`config.mk`:
```
export PLATFORM = sky130hd
export DESIGN_NAME = cliff_engine_flat
export DESIGN_NICKNAME = d
export VERILOG_FILES = /design/src/rtl/cliff_pkg.sv /design/src/rtl/cliff_engine_if.sv /design/src/rtl/cliff_tick_gen.sv /design/src/rtl/cliff_engine.sv /design/src/flat_wrapper.sv
export SDC_FILE = /design/constraint.sdc
export NUM_CORES = 1
export LEC_CHECK = 0
export CAP_MARGIN = 20
export CORE_ASPECT_RATIO = 0.5
export CORE_UTILIZATION = 57
export CTS_BUF_LIST = sky130_fd_sc_hd__clkbuf_8
export DETAILED_ROUTE_END_ITERATION = 10
export HOLD_SLACK_MARGIN = 0.15
export PLACE_DENSITY = 0.83
export SETUP_SLACK_MARGIN = 0.1
export SLEW_MARGIN = 20
export SYNTH_ARGS = -nofsm -noshare
export SYNTH_HDL_FRONTEND = slang
export SYNTH_SLANG_ARGS = --single-unit
```
`constraint.sdc`:
```
create_clock -name clk -period 3.57 [get_ports clk]
set_input_delay 0.357 -clock clk [delete_from_list [all_inputs] [get_ports clk]]
set_output_delay 0.357 -clock clk [all_outputs]
set_load 0.01 [all_outputs]
```
`src/rtl/cliff_pkg.sv`:
```
// Shared types for the LED cliff game: FSM state and steering direction
// encodings plus an index-width helper.
package cliff_pkg;

    typedef enum logic [1:0] {
        ST_IDLE = 2'd0,
        ST_RUN  = 2'd1,
        ST_LOST = 2'd2
    } state_e;

    typedef enum logic [1:0] {
        DIR_STOP = 2'd0,
        DIR_UP   = 2'd1,
        DIR_DN   = 2'd2
    } dir_e;

    function automatic int idx_w(input int n);
        return (n > 1) ? $clog2(n) : 1;
    endfunction

endpackage

```
`src/rtl/cliff_engine_if.sv`:
```
// Button pulses, cliff sizes and display/status outputs of the cliff game.
// Every input is sampled on the clk edge and needs no handshake.
interface cliff_engine_if #(
    parameter int N_LEDS  = 16,
    parameter int CLIFF_W = 3,
    parameter int SCORE_W = 16
);
    localparam int POS_W = cliff_pkg::idx_w(N_LEDS);

    logic               start;
    logic               left;
    logic               right;
    logic               speed_up;
    logic               speed_down;
    logic [CLIFF_W-1:0] lcliff;
    logic [CLIFF_W-1:0] rcliff;
    logic [N_LEDS-1:0]  led;
    logic [POS_W-1:0]   pos;
    logic [1:0]         state;
    logic [1:0]         speed;
    logic               lose;
    logic [SCORE_W-1:0] score;
    logic               tick;

    modport master (
        output start, left, right, speed_up, speed_down, lcliff, rcliff,
        input  led, pos, state, speed, lose, score, tick
    );

    modport slave (
        input  start, left, right, speed_up, speed_down, lcliff, rcliff,
        output led, pos, state, speed, lose, score, tick
    );

endinterface

```
`src/rtl/cliff_tick_gen.sv`:
```
// Programmable-period strobe divider: one-cycle tick every period_i clocks,
// a new period is picked up only when the counter reloads.
module cliff_tick_gen #(
    parameter int               CNT_W      = 26,
    parameter logic [CNT_W-1:0] RESET_LOAD = '0
) (
    input  logic             clk,
    input  logic             reset,
    input  logic [CNT_W-1:0] period_i,
    output logic             tick_o
);
    logic [CNT_W-1:0] cnt_q, cnt_d;
    logic             tick_q, tick_d;

    always_comb begin
        cnt_d  = cnt_q - 1'b1;
        tick_d = 1'b0;
        if (cnt_q == '0) begin
            cnt_d  = period_i - 1'b1;
            tick_d = 1'b1;
        end
    end

    always_ff @(posedge clk) begin
        if (reset) begin
            cnt_q  <= RESET_LOAD;
            tick_q <= 1'b0;
        end else begin
            cnt_q  <= cnt_d;
            tick_q <= tick_d;
        end
    end

    assign tick_o = tick_q;

endmodule

```
`src/rtl/cliff_engine.sv`:
```
// LED cliff game core: group movement, tick-paced stepping, cliff-fall detection
// and survival score. Optional macro CLIFF_BLINK_EN blinks the group while LOST.
module cliff_engine
    import cliff_pkg::*;
#(
    parameter int N_LEDS    = 16,
    parameter int GROUP_W   = 3,
    parameter int START_POS = 6,
    parameter int CLIFF_W   = 3,
    parameter int MAX_SPEED = 2,
    parameter int PERIOD0   = 50000000,
    parameter int PERIOD1   = 12500000,
    parameter int PERIOD2   = 5000000,
    parameter int PERIOD3   = 2500000,
    parameter int SCORE_W   = 16
) (
    input  logic           clk,
    input  logic           reset,
    cliff_engine_if.slave  bus
);
    localparam int POS_W = idx_w(N_LEDS);
    localparam int PM01  = (PERIOD0 > PERIOD1) ? PERIOD0 : PERIOD1;
    localparam int PM23  = (PERIOD2 > PERIOD3) ? PERIOD2 : PERIOD3;
    localparam int PMAX  = (PM01 > PM23) ? PM01 : PM23;
    localparam int CNT_W = idx_w(PMAX + 1);

    localparam logic [POS_W-1:0] POS_MAX   = POS_W'(N_LEDS - GROUP_W);
    localparam logic [POS_W-1:0] POS_START = POS_W'(START_POS);
    localparam logic [1:0]       SPD_MAX   = 2'(MAX_SPEED);

    state_e             state_q, state_d;
    dir_e               dir_q, dir_d;
    logic [POS_W-1:0]   pos_q, pos_d;
    logic [1:0]         speed_q, speed_d;
    logic [SCORE_W-1:0] score_q, score_d;
    logic [N_LEDS-1:0]  led_q, led_d;
    logic [N_LEDS-1:0]  cliff_mask, grp_mask, start_mask;
    logic [CNT_W-1:0]   period;
    logic               overlap;
    logic               tick;
    logic               show_grp;

    always_comb begin
        case (speed_q)
            2'd0:    period = CNT_W'(PERIOD0);
            2'd1:    period = CNT_W'(PERIOD1);
            2'd2:    period = CNT_W'(PERIOD2);
            default: period = CNT_W'(PERIOD3);
        endcase
    end

    cliff_tick_gen #(
        .CNT_W      (CNT_W),
        .RESET_LOAD (CNT_W'(PERIOD0 - 1))
    ) u_tick (
        .clk      (clk),
        .reset    (reset),
        .period_i (period),
        .tick_o   (tick)
    );

    // Overlapping cliffs need no special case: every bit satisfies one test.
    always_comb begin
        cliff_mask = '0;
        grp_mask   = '0;
        start_mask = '0;
        for (int i = 0; i < N_LEDS; i++) begin
            cliff_mask[i] = (i >= N_LEDS - 1 - int'(bus.lcliff)) || (i <= int'(bus.rcliff));
            grp_mask[i]   = (i >= int'(pos_q)) && (i < int'(pos_q) + GROUP_W);
            start_mask[i] = (i >= START_POS) && (i < START_POS + GROUP_W);
        end
    end

    assign overlap = |(grp_mask & cliff_mask);

    // FSM: state register
    always_ff @(posedge clk) begin
        if (reset) state_q <= ST_IDLE;
        else       state_q <= state_d;
    end

    // FSM: next state; start outranks a detected fall
    always_comb begin
        state_d = state_q;
        case (state_q)
            ST_IDLE: if (bus.start) state_d = ST_RUN;
            ST_RUN: begin
                if (bus.start)    state_d = ST_IDLE;
                else if (overlap) state_d = ST_LOST;
            end
            ST_LOST: if (bus.start) state_d = ST_IDLE;
            default: state_d = ST_IDLE;
        endcase
    end

    // FSM: outputs
    always_comb begin
        bus.state = state_q;
        bus.lose  = (state_q == ST_LOST);
    end

    always_comb begin
        pos_d   = pos_q;
        dir_d   = dir_q;
        speed_d = speed_q;
        score_d = score_q;
        if (state_q != ST_LOST) begin
            if (bus.speed_up) begin
                if (speed_q < SPD_MAX) speed_d = speed_q + 2'd1;
            end else if (bus.speed_down) begin
                if (speed_q != 2'd0) speed_d = speed_q - 2'd1;
            end
        end
        case (state_q)
            ST_IDLE: begin
                if (bus.start) begin
                    score_d = '0;
                    dir_d   = DIR_STOP;
                end else if (bus.left) begin
                    if (pos_q < POS_MAX) pos_d = pos_q + 1'b1;
                end else if (bus.right) begin
                    if (pos_q != '0) pos_d = pos_q - 1'b1;
                end
            end
            ST_RUN: begin
                if (bus.start) begin
                    pos_d   = POS_START;
                    speed_d = 2'd0;
                    dir_d   = DIR_STOP;
                end else begin
                    if (bus.left)       dir_d = DIR_UP;
                    else if (bus.right) dir_d = DIR_DN;
                    // The step uses the direction held before this cycle's steer pulse.
                    if (tick) begin
                        if (dir_q == DIR_UP && pos_q < POS_MAX) pos_d = pos_q + 1'b1;
                        if (dir_q == DIR_DN && pos_q != '0)     pos_d = pos_q - 1'b1;
                        if (score_q != '1) score_d = score_q + 1'b1;
                    end
                end
            end
            default: begin
                if (bus.start) begin
                    pos_d   = POS_START;
                    speed_d = 2'd0;
                    dir_d   = DIR_STOP;
                end
            end
        endcase
    end

`ifdef CLIFF_BLINK_EN
    logic blink_q;

    always_ff @(posedge clk) begin
        if (reset || state_q != ST_LOST) blink_q <= 1'b0;
        else if (tick)                   blink_q <= ~blink_q;
    end

    assign show_grp = !((state_q == ST_LOST) && blink_q);
`else
    assign show_grp = 1'b1;
`endif

    assign led_d = cliff_mask | (show_grp ? grp_mask : '0);

    always_ff @(posedge clk) begin
        if (reset) begin
            pos_q   <= POS_START;
            dir_q   <= DIR_STOP;
            speed_q <= 2'd0;
            score_q <= '0;
            led_q   <= start_mask | cliff_mask;
        end else begin
            pos_q   <= pos_d;
            dir_q   <= dir_d;
            speed_q <= speed_d;
            score_q <= score_d;
            led_q   <= led_d;
        end
    end

    assign bus.led   = led_q;
    assign bus.pos   = pos_q;
    assign bus.speed = speed_q;
    assign bus.score = score_q;
    assign bus.tick  = tick;

endmodule

```
`src/flat_wrapper.sv`:
```
// flat-port wrapper written by rule: the top's interface ports become plain ports
module cliff_engine_flat import cliff_pkg::*;
#(
    parameter int N_LEDS    = 16,
    parameter int GROUP_W   = 3,
    parameter int START_POS = 6,
    parameter int CLIFF_W   = 3,
    parameter int MAX_SPEED = 2,
    parameter int PERIOD0   = 50000000,
    parameter int PERIOD1   = 12500000,
    parameter int PERIOD2   = 5000000,
    parameter int PERIOD3   = 2500000,
    parameter int SCORE_W   = 16
)
  (clk, reset, bus_start, bus_left, bus_right, bus_speed_up, bus_speed_down, bus_lcliff, bus_rcliff, bus_led, bus_pos, bus_state, bus_speed, bus_lose, bus_score, bus_tick);
  cliff_engine_if #(.N_LEDS(N_LEDS), .CLIFF_W(CLIFF_W), .SCORE_W(SCORE_W)) bus_i ();
  input  logic clk;
  input  logic reset;
  input wire logic [$bits(bus_i.start)-1:0] bus_start;
  input wire logic [$bits(bus_i.left)-1:0] bus_left;
  input wire logic [$bits(bus_i.right)-1:0] bus_right;
  input wire logic [$bits(bus_i.speed_up)-1:0] bus_speed_up;
  input wire logic [$bits(bus_i.speed_down)-1:0] bus_speed_down;
  input wire logic [$bits(bus_i.lcliff)-1:0] bus_lcliff;
  input wire logic [$bits(bus_i.rcliff)-1:0] bus_rcliff;
  output wire logic [$bits(bus_i.led)-1:0] bus_led;
  output wire logic [$bits(bus_i.pos)-1:0] bus_pos;
  output wire logic [$bits(bus_i.state)-1:0] bus_state;
  output wire logic [$bits(bus_i.speed)-1:0] bus_speed;
  output wire logic [$bits(bus_i.lose)-1:0] bus_lose;
  output wire logic [$bits(bus_i.score)-1:0] bus_score;
  output wire logic [$bits(bus_i.tick)-1:0] bus_tick;
  assign bus_i.start = bus_start;
  assign bus_i.left = bus_left;
  assign bus_i.right = bus_right;
  assign bus_i.speed_up = bus_speed_up;
  assign bus_i.speed_down = bus_speed_down;
  assign bus_i.lcliff = bus_lcliff;
  assign bus_i.rcliff = bus_rcliff;
  assign bus_led = bus_i.led;
  assign bus_pos = bus_i.pos;
  assign bus_state = bus_i.state;
  assign bus_speed = bus_i.speed;
  assign bus_lose = bus_i.lose;
  assign bus_score = bus_i.score;
  assign bus_tick = bus_i.tick;
  cliff_engine #(.N_LEDS(N_LEDS), .GROUP_W(GROUP_W), .START_POS(START_POS), .CLIFF_W(CLIFF_W), .MAX_SPEED(MAX_SPEED), .PERIOD0(PERIOD0), .PERIOD1(PERIOD1), .PERIOD2(PERIOD2), .PERIOD3(PERIOD3), .SCORE_W(SCORE_W)) u_core (.clk(clk), .reset(reset), .bus(bus_i));
endmodule
```
# --- Yosys cells after proc, flatten, opt, wreduce, memory -nomap -nowiden ---
# Cells that the tools add are included.
op_classes:
  reduce_logical: 38
  shifts: 0
  n_div: 0
  bitwise_logic: 2
  order_cmp: 55
  n_eq_ne: 20
  n_mul: 0
  addsub: 9
  mux: 36
ops:
  columns: ["cell", "n"]
  rows:
  - ["$ge 5x32->1 const A", 8]
  - ["$lt 5x32->1 const A", 8]
  - ["$ge 4x32->1 const A", 4]
  - ["$lt 4x32->1 const A", 4]
  - ["$mux 16", 5]
  - ["$pmux 26 s3", 1]
  - ["$ge 3x32->1 const A", 2]
  - ["$lt 3x32->1 const A", 2]
  - ["$sub 26x1->26 const B", 2]
  - ["$mux 4", 10]
  - ["$ge 2x32->1 const A", 1]
  - ["$lt 1x32->1 const A", 1]
  - ["$lt 2x32->1 const A", 1]
  - ["$pmux 16 s2", 1]
  - ["$mux 2", 15]
  - ["$ge 4x4->1 const A", 7]
  - ["$logic_not 26->1", 1]
  - ["$mux 26", 1]
  - ["$logic_and 1x1->1", 17]
  - ["$add 16x1->16 const B", 1]
  - ["$and 16x16->16", 1]
  - ["$ge 3x4->1 const A", 4]
  - ["$ne 16x16->1 const B", 1]
  - ["$or 16x16->16", 1]
  - ["33 further kinds", 61]
totals:
  in_bits: 13
  elab_cells: 169
  mem_bits_rw: 0
  reg_bits: 69
  latch_bits: 0
  mem_count: 0
  rom_bits: 0

# --- Longest topological paths before layout ---
# Gate-level depths: netlist of the first run.
logic_depth:
  ltp_word: 8
  depth_mapped: 11

# --- Modules after synthesis ---
# Synthesis of the first run repeated with hierarchy kept, for this count alone.
hier_totals:
  cells_unflattened: 574
  area_unflattened_um2: 4448.0
by_module_without_submodules:
  columns: ["module", "cells_per_inst", "instances", "area_per_inst_um2", "seq_area_each_um2"]
  rows:
  - ["cliff_engine", 323, 1, 2546.2, 800.8]
  - ["cliff_tick_gen", 251, 1, 1901.8, 540.5]

# --- Worst setup path after synthesis of the first run ---
# OpenSTA, ideal clock, no wires.
synth_path:
  path_type: "flip-flop to flip-flop"
  start: "reg u_core.pos_q[1], in the netlist u_core.bus.pos[1]"
  end: "reg u_core.state_q[0], in the netlist u_core.bus.state[0]"
  stages_incl_launch_ff: 12
  synth_period_minus_slack_ps: 2649
  t_arrival_ps: 2590
  t_required_ps: 3511
  path_slack_ps: 921
  path_cell_list: "dfxtp_1 clkbuf_1 inv_1 ha_1 clkbuf_1 clkbuf_1 o211ai_1 o22ai_1 a2111oi_0 o2111ai_1 a221oi_1 a31o_1"
synth_via:
  elab_chain_len: 7
  word_cells_on_any_way: 51
synth_lines:
  columns: ["element", "line", "text"]
  rows:
  - ["start, declared", "cliff_engine.sv:33", "logic [POS_W-1:0] pos_q, pos_d;"]
  - ["start signal, assigned", "cliff_engine.sv:174", "pos_q <= pos_d;"]
  - ["$add 4x2->5", "cliff_engine.sv:69", "grp_mask[i] = (i >= int'(pos_q)) && (i < int'(pos_q) + GROUP_W);"]
  - ["$lt 1x32->1, or another cell as far along", "cliff_engine.sv:69", null]
  - ["$logic_and 1x1->1", "cliff_engine.sv:69", null]
  - ["$and 16x16->16 *", "cliff_engine.sv:74", "assign overlap = |(grp_mask & cliff_mask);"]
  - ["$reduce_or 16->1 *", "cliff_engine.sv:74", null]
  - ["$ne 3x2->1 (no line) *", null, null]
  - ["$reduce_and 3->1 (no line) *", null, null]
  - ["end signal, assigned", "cliff_engine.sv:79", "else state_q <= state_d;"]
  - ["end, declared", "cliff_engine.sv:31", "state_e state_q, state_d;"]
# Mark *: on every way between the ends. The rest lies on a longest branch, timed or not.
# A chain may end at the register's enable or synchronous reset.

# --- Worst setup path in the final report of the first run ---
layout_path:
  start: "reg u_core.pos_q[1], in the netlist u_core.bus.pos[1]"
  end: "reg u_core.state_q[1], in the netlist u_core.bus.state[1]"
# The elaborated chain is that of the path after synthesis.

==> qor.txt, run 1 <==
Status = finished clean
Final clock period utilization by the worst path = 0.859
Wire length of the first global-routing pass = 14,300 um
Leading cell types in the layout, fill and taps excluded = sky130_fd_sc_hd__nor2_1 (74), sky130_fd_sc_hd__dfxtp_1 (67), sky130_fd_sc_hd__clkdlybuf4s50_1 (52), sky130_fd_sc_hd__nand2_1 (48), sky130_fd_sc_hd__a21oi_1 (29)
Post-Place Worst Slack = 609 ps
Min-Delay Path Depth = 1
Max-cap violations = 0
Total congestion overflow after global routing = 0
Buffer cell driving the clock tree root = sky130_fd_sc_hd__clkbuf_8
Netlist cell types = 74
Destination of the worst hold path = u_core.u_tick.cnt_q[0]
Site row count = 21
Gr usage total = 0.255
Number of endpoints failing setup at the final stage = 0
Type of the worst min-delay path = flop to flop
Area of the mapped netlist = 0.00395 mm^2
Max Clock Skew = 9.48 ps
Maximum net fanout on the critical path = 19
Initial core utilization = 0.589
Cell area power density = 403 mW/mm^2
Synth Flop Type = sky130_fd_sc_hd__dfxtp_1
CP Data Arrival Time = 3280 ps
Total die area = 0.00728 mm^2
Routed wirelength normalized by instance count = 14.1 um
Total number of vias = 3,665
Worst max-slew margin expressed relative to the limit = 0.538
Buffers inserted during post-CTS setup optimization = 0
Final estimated routing congestion in global placement = 0.873
Area overhead of the layout relative to synthesis = 18.1%
Worst Tran Pin Value = 686 ps
Length of the first detailed-routing pass in iterations = 4
Remaining routing DRC violations = 0
Port buffer count = 52
Post-Syn Instances = 493
Clock tree buffer depth = 2
Initial antenna violation count = 0
Maximum vdd drop = 0.191 mV
PostCTS Resize Cnt = 0
Highest achievable clock rate = 0.326 GHz
Setup slack on the worst flop-to-flop path = 500 ps
Crit Reg-Reg Startpoint = u_core.bus.pos[1]
Total placed instance area = 0.00450 mm^2
Vertical die dimension = 60.8 um
Destination of the worst register-to-register timing path = u_core.bus.state[1]
Setup Crit Path Kind = flop to flop
Element type at the critical path end = flop
Leakage = 1.70 nW
Final Hold Violating Endpoints = 0
Fin worst setup slack = 505 ps
Ratio of routed vias to standard cells = 5.81
TritonCTS clock tree = built
Post-layout minimum cycle time = 3070 ps
Total design power = 1.88 mW
Number of buffers added by the clock tree synthesis step = 9
Register bit total from synthesis = 67
Via count of the first global-routing pass = 3,141
Antenna Nets Post-Route = 0
CTS H-tree depth = 3
Final cell utilization of the core = 0.696
Count of pins on the block boundary = 55
Clock slew at the register clock pins of the worst setup and hold paths = 70 ps
Fill count = 592
Post-layout nets = 561
RSZ-0062 raised after global routing = false
Source-to-sink clock delay at the later pin of the worst-skew pair = 360 ps
Core area = 0.00670 mm^2
Die extent in x = 120 um
Number of warning messages in the yosys log = 0
Layout cells sized above 1 = 0.0761
Aggregate routed wire length = 8910 um
Mean instance size in the synthesized netlist = 8.01 um^2
Share of synthesized area occupied by flip-flops and latches = 0.340
Most common cell after layout, fill and taps aside = sky130_fd_sc_hd__nor2_1
Register cell area after layout = 0.00134 mm^2
Summed negative setup slack over all endpoints = 0 ps
HPWL after DPL = 6290 um
Clock net sink count = 67
Type of element launching the critical path = flop
Required @ worst endpoint = 3790 ps
Number of antenna repair diodes = 0
Final std cell area, no fill = 0.00466 mm^2
Launch instance of the worst min-delay path = u_core.u_tick.cnt_q[0]
Hold-fix buffers at CTS = 0
Post-synthesis async set-or-reset flop share = 0
Maximum number of pins on one net before global-route repair = 27
EDFF count, synth = 0
FF-to-FF path depth = 10
Footprint of the multi-input gates = 0.00245 mm^2
Final Max Tran Viols = 0
Number of DRC markers after the initial detailed-route iteration = 267
-- synthesized netlist by cell type, types with 4 or more instances --
cell | instances | area, um^2
sky130_fd_sc_hd__a211oi_1 | 5 | 37.5
sky130_fd_sc_hd__a21o_1 | 5 | 37.5
sky130_fd_sc_hd__a21oi_1 | 29 | 145
sky130_fd_sc_hd__and4_1 | 4 | 35.0
sky130_fd_sc_hd__clkbuf_1 | 18 | 67.6
sky130_fd_sc_hd__dfxtp_1 | 67 | 1340
sky130_fd_sc_hd__ha_1 | 13 | 163
sky130_fd_sc_hd__inv_1 | 11 | 41.3
sky130_fd_sc_hd__mux2i_1 | 4 | 40.0
sky130_fd_sc_hd__nand2_1 | 48 | 180
sky130_fd_sc_hd__nand2b_1 | 8 | 50.1
sky130_fd_sc_hd__nand3_1 | 9 | 45.0
sky130_fd_sc_hd__nand3b_1 | 4 | 30.0
sky130_fd_sc_hd__nor2_1 | 74 | 278
sky130_fd_sc_hd__nor2b_1 | 8 | 50.1
sky130_fd_sc_hd__nor3_1 | 24 | 120
sky130_fd_sc_hd__o211ai_1 | 5 | 37.5
sky130_fd_sc_hd__o21ai_0 | 21 | 105
sky130_fd_sc_hd__o21ai_1 | 4 | 20.0
sky130_fd_sc_hd__o221a_2 | 4 | 45.0
sky130_fd_sc_hd__o31ai_1 | 5 | 37.5
sky130_fd_sc_hd__or2_2 | 4 | 25.0
sky130_fd_sc_hd__or3_1 | 6 | 37.5
sky130_fd_sc_hd__or4_1 | 7 | 52.6
sky130_fd_sc_hd__xnor2_1 | 16 | 140
sky130_fd_sc_hd__xor2_1 | 19 | 166
-- critical path: stages, from the launching register on --
cell	delay (ps)
sky130_fd_sc_hd__dfxtp_1	530
sky130_fd_sc_hd__inv_1	170
sky130_fd_sc_hd__ha_1	250
sky130_fd_sc_hd__buf_4	210
sky130_fd_sc_hd__nor2b_1	180
sky130_fd_sc_hd__nor3_1	190
sky130_fd_sc_hd__o22ai_1	90
sky130_fd_sc_hd__a2111oi_0	370
sky130_fd_sc_hd__o2111ai_1	230
sky130_fd_sc_hd__a221oi_1	580
sky130_fd_sc_hd__o21ai_1	140
-- logic make-up (layout without fill, tap and decap cells) --
family	Yosys count	after routing	synth area share
AOI/OAI and AO/OA	106	106	0.179
other	1	2	0.000950
xor gates and xnor gates	35	35	0.0777
adders and majority gates	13	13	0.0412
buffers and inverters	37	82	0.0399
DFF	67	67	0.340
and+or+nand+nor	227	227	0.300
muxes	7	7	0.0216
-- layout make-up --
type | instances | share of cell area
Clock buffer | 10 | 0.0295
Clock inverter | 5 | 0.00483
Inverter | 11 | 0.00886
Multi-Input combinational cell | 390 | 0.526
Sequential cell | 67 | 0.288
Tap cell | 92 | 0.0247
Timing Repair Buffer | 56 | 0.118
-- sequential cells by signal, indices dropped and copies added (netlist names) --
register              flops
u_core.bus.speed          2
u_core.bus.score         16
u_core.u_tick.cnt_q      26
u_core.bus.led           14
u_core.bus.state          2
u_core.bus.pos            4
u_core.dir_q              2
u_core.u_tick.tick_o      1
-- worst max-delay path by stage --
stage | end | cells after the start | start
floorplan | u_core.bus.state[0] | 11 | u_core.bus.pos[1]
global placement | u_core.bus.state[1] | 10 | u_core.bus.pos[1]
detailed placement | u_core.bus.state[1] | 10 | u_core.bus.pos[1]
CTS | u_core.bus.state[1] | 10 | u_core.bus.pos[1]
global route | u_core.bus.state[1] | 10 | u_core.bus.pos[1]
finish | u_core.bus.state[1] | 10 | u_core.bus.pos[1]
-- per-layer routing --
metal	track usage	wire length, um	up-vias	part of all wire
met1	0.314	4140	1707	0.46
met4	0.118	140	0	0.016
met3	0.0818	569	16	0.064
met5	0	0	-	0
li1	-	-	1833	-
met2	0.419	4060	109	0.46
-- report_power, final --
part | internal [mW] | leakage, nW | total (mW) | switching (mW)
combinational | 0.221 | 1.06 | 0.495 | 0.274
clock | 0.258 | 0.0943 | 0.542 | 0.284
sequential | 0.786 | 0.546 | 0.840 | 0.0537
-- metrics by stage --
stage | cells | hold slack, ps
after floorplan | 494 | 370
after global placement | 616 | 384
after detailed placement | 616 | 390
after CTS | 631 | 404
after global routing | 631 | 434
final | 631 | 398
Power figures use the tool's default switching activity.
==> run 2: changes to the inputs <==
--- a/config.mk
+++ b/config.mk
@@ -7,12 +7,15 @@
 export LEC_CHECK = 0
 export CAP_MARGIN = 20
 export CORE_ASPECT_RATIO = 0.5
+export CORE_MARGIN = 2
 export CORE_UTILIZATION = 57
 export CTS_BUF_LIST = sky130_fd_sc_hd__clkbuf_8
 export DETAILED_ROUTE_END_ITERATION = 10
+export GPL_ROUTABILITY_DRIVEN = 0
 export HOLD_SLACK_MARGIN = 0.15
 export PLACE_DENSITY = 0.83
 export SETUP_SLACK_MARGIN = 0.1
+export SKIP_CTS_REPAIR_TIMING = 1
 export SLEW_MARGIN = 20
 export SYNTH_ARGS = -nofsm -noshare
 export SYNTH_HDL_FRONTEND = slang
==> run 2 against run 1 <==
Effect of this change: global-route usage fell by 0.21 points; combinational power barely moved; hold slack improved by 1.3 ps; first-iteration DRC count rose by 33%; sequential power barely moved; highest routed layer unchanged; final cell count rose by 0.32%; cell area rose by 0.75%; largest power group unchanged; non-clock buffer count rose by 1; fmax rose by 8.9%; total power rose by 4.0%.
==> qor.txt, run 2 (synthesis gave the netlist of run 1 again) <==
Final non-filler cell total = 633 (was 631)
Clock slew at the register clock pins of the worst setup and hold paths = 70 ps (about the same)
Final Hold Violating Endpoints = 0 (unchanged)
Metal1 wirelength = 4190 um (was 4140 um)
Number of DRC markers after the initial detailed-route iteration = 356 (was 267)
Ratio of routed vias to standard cells = 5.90 (was 5.81)
Setup slack on the worst flop-to-flop path = 760 ps (was 500 ps)
Via count of the first global-routing pass = 3,445 (was 3,141)
Flip-flop count of the largest register after layout = 26 (unchanged)
Gr usage total = 0.253 (was 0.255)
Crit path buf inv count = 2 (unchanged)
Cell area power density = 416 mW/mm^2 (was 403 mW/mm^2)
Core area = 0.00670 mm^2 (unchanged)
Die extent in x = 122 um (was 120 um)
RSZ-0062 raised after global routing = false (unchanged)
Clock net sink count = 67 (unchanged)
Cell with the largest stage delay on the worst path = sky130_fd_sc_hd__dfxtp_1 (was sky130_fd_sc_hd__a221oi_1)
Highest achievable clock rate = 0.355 GHz (was 0.326 GHz)
Clock tree buffer depth = 2 (unchanged)
FF-to-FF path depth = 10 (unchanged)
Met3 wire length = 645 um (was 569 um)
Layout cells sized above 1 = 0.0758 (was 0.0761)
Total design power = 1.95 mW (was 1.88 mW)
Max incr delay on CP = 540 ps (was 580 ps)
Number of buffers added by the clock tree synthesis step = 9 (unchanged)
Top reg by flops = u_core.u_tick.cnt_q (unchanged)
Initial antenna violation count = 0 (unchanged)
Top layer in use = met4 (unchanged)
Remaining routing DRC violations = 0 (unchanged)
Summed negative setup slack over all endpoints = 0 ps (unchanged)
Min-Delay Path Depth = 1 (unchanged)
Max Clock Skew = 13.3 ps (was 9.48 ps)
Most common cell after layout, fill and taps aside = sky130_fd_sc_hd__nor2_1 (unchanged)
Required @ worst endpoint = 3870 ps (was 3790 ps)
Final Max Tran Viols = 0 (unchanged)
Top Family by Delay on Critical Path = compound AO/OA/AOI/OAI gates (unchanged)
Leading cell types in the layout, fill and taps excluded = sky130_fd_sc_hd__nor2_1 (74), sky130_fd_sc_hd__dfxtp_1 (67), sky130_fd_sc_hd__clkdlybuf4s50_1 (52), sky130_fd_sc_hd__nand2_1 (48), sky130_fd_sc_hd__a21oi_1 (29) (unchanged)
Leakage = 1.72 nW (was 1.70 nW)
Met2 WL = 4210 um (was 4060 um)
Worst max-slew margin expressed relative to the limit = 0.561 (was 0.538)
Source-to-sink clock delay at the later pin of the worst-skew pair = 360 ps (about the same)
TritonCTS clock tree = built (unchanged)
Type of the worst min-delay path = flop to flop (unchanged)
Worst Tran Pin Value = 652 ps (was 686 ps)
Vertical die dimension = 62.8 um (was 60.8 um)
Count of pins on the block boundary = 55 (unchanged)
Max-cap violations = 0 (unchanged)
Port buffer count = 52 (unchanged)
Total number of vias = 3,733 (was 3,665)
Element type at the critical path end = flop (unchanged)
Status = finished clean (unchanged)
Destination of the worst register-to-register timing path = u_core.bus.state[0] (was u_core.bus.state[1])
Destination of the worst hold path = u_core.u_tick.cnt_q[0] (unchanged)
Total die area = 0.00765 mm^2 (was 0.00728 mm^2)
Number of antenna repair diodes = 0 (unchanged)
Final cell utilization of the core = 0.701 (was 0.696)
Antenna Nets Post-Route = 0 (unchanged)
Number of endpoints failing setup at the final stage = 0 (unchanged)
Initial core utilization = 0.589 (unchanged)
Total congestion overflow after global routing = 0 (unchanged)
Number of instances in the placed design = 617 (was 616)
Wire length of the first global-routing pass = 15,600 um (was 14,300 um)
Buffer cell driving the clock tree root = sky130_fd_sc_hd__clkbuf_8 (unchanged)
Routed wirelength normalized by instance count = 14.4 um (was 14.1 um)
Length of the first detailed-routing pass in iterations = 4 (unchanged)
Launch instance of the worst min-delay path = u_core.u_tick.cnt_q[0] (unchanged)
Maximum number of pins on one net before global-route repair = 27 (unchanged)
CTS H-tree depth = 3 (unchanged)
Crit Reg-Reg Startpoint = u_core.bus.pos[1] (unchanged)
Maximum net fanout on the critical path = 20 (was 19)
HPWL after DPL = 6520 um (was 6290 um)
Final clock period utilization by the worst path = 0.788 (was 0.859)
Post-layout minimum cycle time = 2810 ps (was 3070 ps)
Setup Crit Path Kind = flop to flop (unchanged)
Site row count = 21 (unchanged)
Type of element launching the critical path = flop (unchanged)
Maximum vdd drop = 0.188 mV (was 0.191 mV)
Post-layout nets = 562 (was 561)
CP Data Arrival Time = 3120 ps (was 3280 ps)
Area overhead of the layout relative to synthesis = 19.0% (was 18.1%)
Crit path cell chain = inv_1 > ha_1 > buf_4 > nor2b_1 > nor3_1 > o22ai_1 > a2111oi_0 > o2111ai_1 > a221oi_1 > a31o_1 (was inv_1 > ha_1 > buf_4 > nor2b_1 > nor3_1 > o22ai_1 > a2111oi_0 > o2111ai_1 > a221oi_1 > o21ai_1)
Aggregate routed wire length = 9140 um (was 8910 um)
Hold slack = 400 ps (was 398 ps)
run 2: cell types whose count changed in the layout (fill, tap and decap cells not counted):
cell / delta
sky130_fd_sc_hd__buf_4: +1
sky130_fd_sc_hd__bufinv_16: +1
sky130_fd_sc_hd__inv_1: +2
sky130_fd_sc_hd__clkinv_2: -2
run 2: report_power, final:
| part | internal (mW) | total (mW) | switching, mW | leakage (nW) |
|---|---|---|---|---|
| combinational | 0.221 | 0.497 | 0.276 | 1.06 |
| clock | 0.330 | 0.614 | 0.284 | 0.111 |
| sequential | 0.786 | 0.841 | 0.0542 | 0.546 |
run 2: metal layers:
metal,vias up,track usage
li1,1835,-
met1,1739,0.318
met2,146,0.417
met3,13,0.0785
met4,0,0.0790
met5,-,0
run 2: stage by stage:
step           worst slack [ps]  instance area (um^2)
6_report                    756                  4700
3_3_place_gp                890                  4510
2_1_floorplan               921                  3950
5_1_grt                     502                  4700
4_1_cts                     792                  4700
3_5_place_dp                806                  4510
run 2: how the worst max path moves through the flow:
stage	start	end	slack (ps)	cells after the start
5_1_grt	u_core.bus.pos[1]	u_core.bus.state[1]	500	10
4_1_cts	u_core.bus.pos[1]	u_core.bus.state[0]	790	10
3_5_place_dp	u_core.bus.pos[1]	u_core.bus.state[0]	810	10
3_3_place_gp	u_core.bus.pos[1]	u_core.bus.state[0]	890	10
6_report	u_core.bus.pos[1]	u_core.bus.state[0]	760	10
2_1_floorplan	u_core.bus.pos[1]	u_core.bus.state[0]	920	11
run 2: worst reg2reg max path, cell delays in order, from the launching register on:
cell                        delay, ps
sky130_fd_sc_hd__dfxtp_1          540
sky130_fd_sc_hd__inv_1            170
sky130_fd_sc_hd__ha_1             220
sky130_fd_sc_hd__buf_4            200
sky130_fd_sc_hd__nor2b_1          190
sky130_fd_sc_hd__nor3_1           190
sky130_fd_sc_hd__o22ai_1           80
sky130_fd_sc_hd__a2111oi_0        390
sky130_fd_sc_hd__o2111ai_1        170
sky130_fd_sc_hd__a221oi_1         420
sky130_fd_sc_hd__a31o_1           200
run 2: layout make-up:
cell class                 count  area (um^2)
multi-input combinational    390         2450
clock buffer                  10          138
inverter                      11         41.3
clock inverter                 6         50.0
timing repair buffer          57          558
sequential                    67         1340
fill                         546         2000
tap                           92          115
==> run 3: changes to the inputs <==
==> constraint.sdc (replaced) <==
create_clock -name clk -period 2.9 [get_ports clk]
set_input_delay 0.29 -clock clk [delete_from_list [all_inputs] [get_ports clk]]
set_output_delay 0.29 -clock clk [all_outputs]
set_load 0.01 [all_outputs]
==> run 3 against run 2 <==
Effect of this change: clock skew is 1.8 ps lower; combinational power grew 33%; via count is 0.67% lower; largest cell class unchanged; sequential power is 21% higher; critical path type unchanged.
==> qor.txt, run 3 (synthesis gave the netlist of run 1 again) <==
Final Max Tran Viols = 0 (unchanged)
Fill count = 543 (was 546)
Port buffer count = 52 (unchanged)
Hold slack = 406 ps (was 400 ps)
Max Clock Skew = 11.5 ps (was 13.3 ps)
Flip-flop count of the largest register after layout = 26 (unchanged)
Core area = 0.00670 mm^2 (unchanged)
Status = finished clean (unchanged)
Type of the worst min-delay path = flop to flop (unchanged)
Crit path from = u_core.bus.pos[0] (was u_core.bus.pos[1])
Total placed instance area = 0.00458 mm^2 (was 0.00451 mm^2)
Site row count = 21 (unchanged)
Total die area = 0.00765 mm^2 (unchanged)
Footprint of the multi-input gates = 0.00246 mm^2 (was 0.00245 mm^2)
Element type at the critical path end = flop (unchanged)
Total number of vias = 3,708 (was 3,733)
Max incr delay on CP = 450 ps (was 540 ps)
Worst max-slew margin expressed relative to the limit = 0.538 (was 0.561)
Register cell area after layout = 0.00134 mm^2 (unchanged)
Number of instances in the placed design = 626 (was 617)
Total congestion overflow after global routing = 0 (unchanged)
Number of antenna repair diodes = 0 (unchanged)
Post-layout minimum cycle time = 2590 ps (was 2810 ps)
Setup Crit Path Kind = flop to flop (unchanged)
Highest achievable clock rate = 0.386 GHz (was 0.355 GHz)
TritonCTS clock tree = built (unchanged)
Top reg by flops = u_core.u_tick.cnt_q (unchanged)
Initial core utilization = 0.589 (unchanged)
Maximum number of pins on one net before global-route repair = 26 (was 27)
Required @ worst endpoint = 3190 ps (was 3870 ps)
Clock net sink count = 67 (unchanged)
Final Hold Violating Endpoints = 0 (unchanged)
Maximum vdd drop = 0.286 mV (was 0.188 mV)
Antenna Nets Post-Route = 0 (unchanged)
Max-cap violations = 0 (unchanged)
CP Data Arrival Time = 2880 ps (was 3120 ps)
Final clock period utilization by the worst path = 0.894 (was 0.788)
Source-to-sink clock delay at the later pin of the worst-skew pair = 350 ps (was 360 ps)
Post-Place Worst Slack = 209 ps (was 806 ps)
Cell area power density = 492 mW/mm^2 (was 416 mW/mm^2)
Crit path buf inv count = 2 (unchanged)
P_sw = 0.758 mW (was 0.614 mW)
Gate power share = 0.283 (was 0.255)
Post-layout nets = 571 (was 562)
Number of buffers added by the clock tree synthesis step = 9 (unchanged)
Remaining routing DRC violations = 0 (unchanged)
Clock share of power = 0.282 (was 0.315)
Cell with the largest stage delay on the worst path = sky130_fd_sc_hd__dfxtp_1 (unchanged)
Routed wirelength normalized by instance count = 14.5 um (was 14.4 um)
Number of DRC markers after the initial detailed-route iteration = 320 (was 356)
Initial antenna violation count = 0 (unchanged)
CTS H-tree depth = 3 (unchanged)
Internal power of the cells = 1.58 mW (was 1.34 mW)
Fin worst setup slack = 306 ps (was 756 ps)
Length of the first detailed-routing pass in iterations = 5 (was 4)
Area overhead of the layout relative to synthesis = 20.2% (was 19.0%)
Worst Tran Pin Value = 686 ps (was 652 ps)
Wire length of the first global-routing pass = 15,900 um (was 15,600 um)
Maximum net fanout on the critical path = 18 (was 20)
Vertical die dimension = 62.8 um (unchanged)
Via count of the first global-routing pass = 3,434 (was 3,445)
Setup slack on the worst flop-to-flop path = 310 ps (was 760 ps)
Fraction of power spent switching nets = 0.325 (was 0.314)
Type of element launching the critical path = flop (unchanged)
Buffer cell driving the clock tree root = sky130_fd_sc_hd__clkbuf_8 (unchanged)
Clock slew at the register clock pins of the worst setup and hold paths = 70 ps (about the same)
HPWL after DPL = 6670 um (was 6520 um)
Crit path cell chain = inv_1 > ha_1 > buf_4 > nor2b_1 > nor3_1 > o22ai_1 > a2111oi_0 > o2111ai_1 > a221oi_2 > a31o_1 (was inv_1 > ha_1 > buf_4 > nor2b_1 > nor3_1 > o22ai_1 > a2111oi_0 > o2111ai_1 > a221oi_1 > a31o_1)
Final std cell area, no fill = 0.00474 mm^2 (was 0.00470 mm^2)
Launch instance of the worst min-delay path = u_core.u_tick.cnt_q[0] (unchanged)
Crit Reg-Reg Startpoint = u_core.bus.pos[0] (was u_core.bus.pos[1])
Total design power = 2.33 mW (was 1.95 mW)
Die extent in x = 122 um (unchanged)
Sequential Power Share = 0.435 (was 0.431)
Number of endpoints failing setup at the final stage = 0 (unchanged)
Leakage = 1.75 nW (was 1.72 nW)
Leading cell types in the layout, fill and taps excluded = sky130_fd_sc_hd__nor2_1 (74), sky130_fd_sc_hd__dfxtp_1 (67), sky130_fd_sc_hd__clkdlybuf4s50_1 (52), sky130_fd_sc_hd__nand2_1 (48), sky130_fd_sc_hd__a21oi_1 (29) (unchanged)
Most common cell after layout, fill and taps aside = sky130_fd_sc_hd__nor2_1 (unchanged)
Summed negative setup slack over all endpoints = 0 ps (unchanged)
Final cell utilization of the core = 0.708 (was 0.701)
Top Family by Delay on Critical Path = compound AO/OA/AOI/OAI gates (unchanged)
Gr usage total = 0.255 (was 0.253)
Count of pins on the block boundary = 55 (unchanged)
Clock tree buffer depth = 2 (unchanged)
Layout cells sized above 1 = 0.0929 (was 0.0758)
Aggregate routed wire length = 9310 um (was 9140 um)
Final non-filler cell total = 641 (was 633)
Ratio of routed vias to standard cells = 5.78 (was 5.90)
RSZ-0062 raised after global routing = false (unchanged)
[run 3: cell type report]
cell class	instances	share of cell area
multi-input combinational	390	0.518
inverter	11	0.00870
clock buffer	10	0.0290
sequential	67	0.283
clock inverter	5	0.00501
timing repair buffer	66	0.132
tap	92	0.0243
[run 3: worst paths after layout]
kind | endpoint | cells after the start
min reg2reg | u_core.u_tick.cnt_q[0] | 1
max | u_core.bus.state[0] | 10
max reg2reg | u_core.bus.state[0] | 10
min | u_core.u_tick.cnt_q[0] | 1
[run 3: routing by layer]
metal / vias to the layer above / global-route usage / routed length (um)
li1: 1843 / - / -
met1: 1720 / 0.326 / 4300
met2: 136 / 0.417 / 4330
met4: 0 / 0.0948 / 68
met5: - / 0 / 0
met3: 9 / 0.0630 / 617
[run 3: power groups by stage]
stage               clock (mW)  combinational [mW]  sequential [mW]
floorplan                    0               0.403             1.04
finish                   0.658               0.660             1.02
global route             0.701               0.720             1.02
CTS                      0.669               0.643             1.02
detailed placement           0               0.638             1.04
global placement             0               0.632             1.04
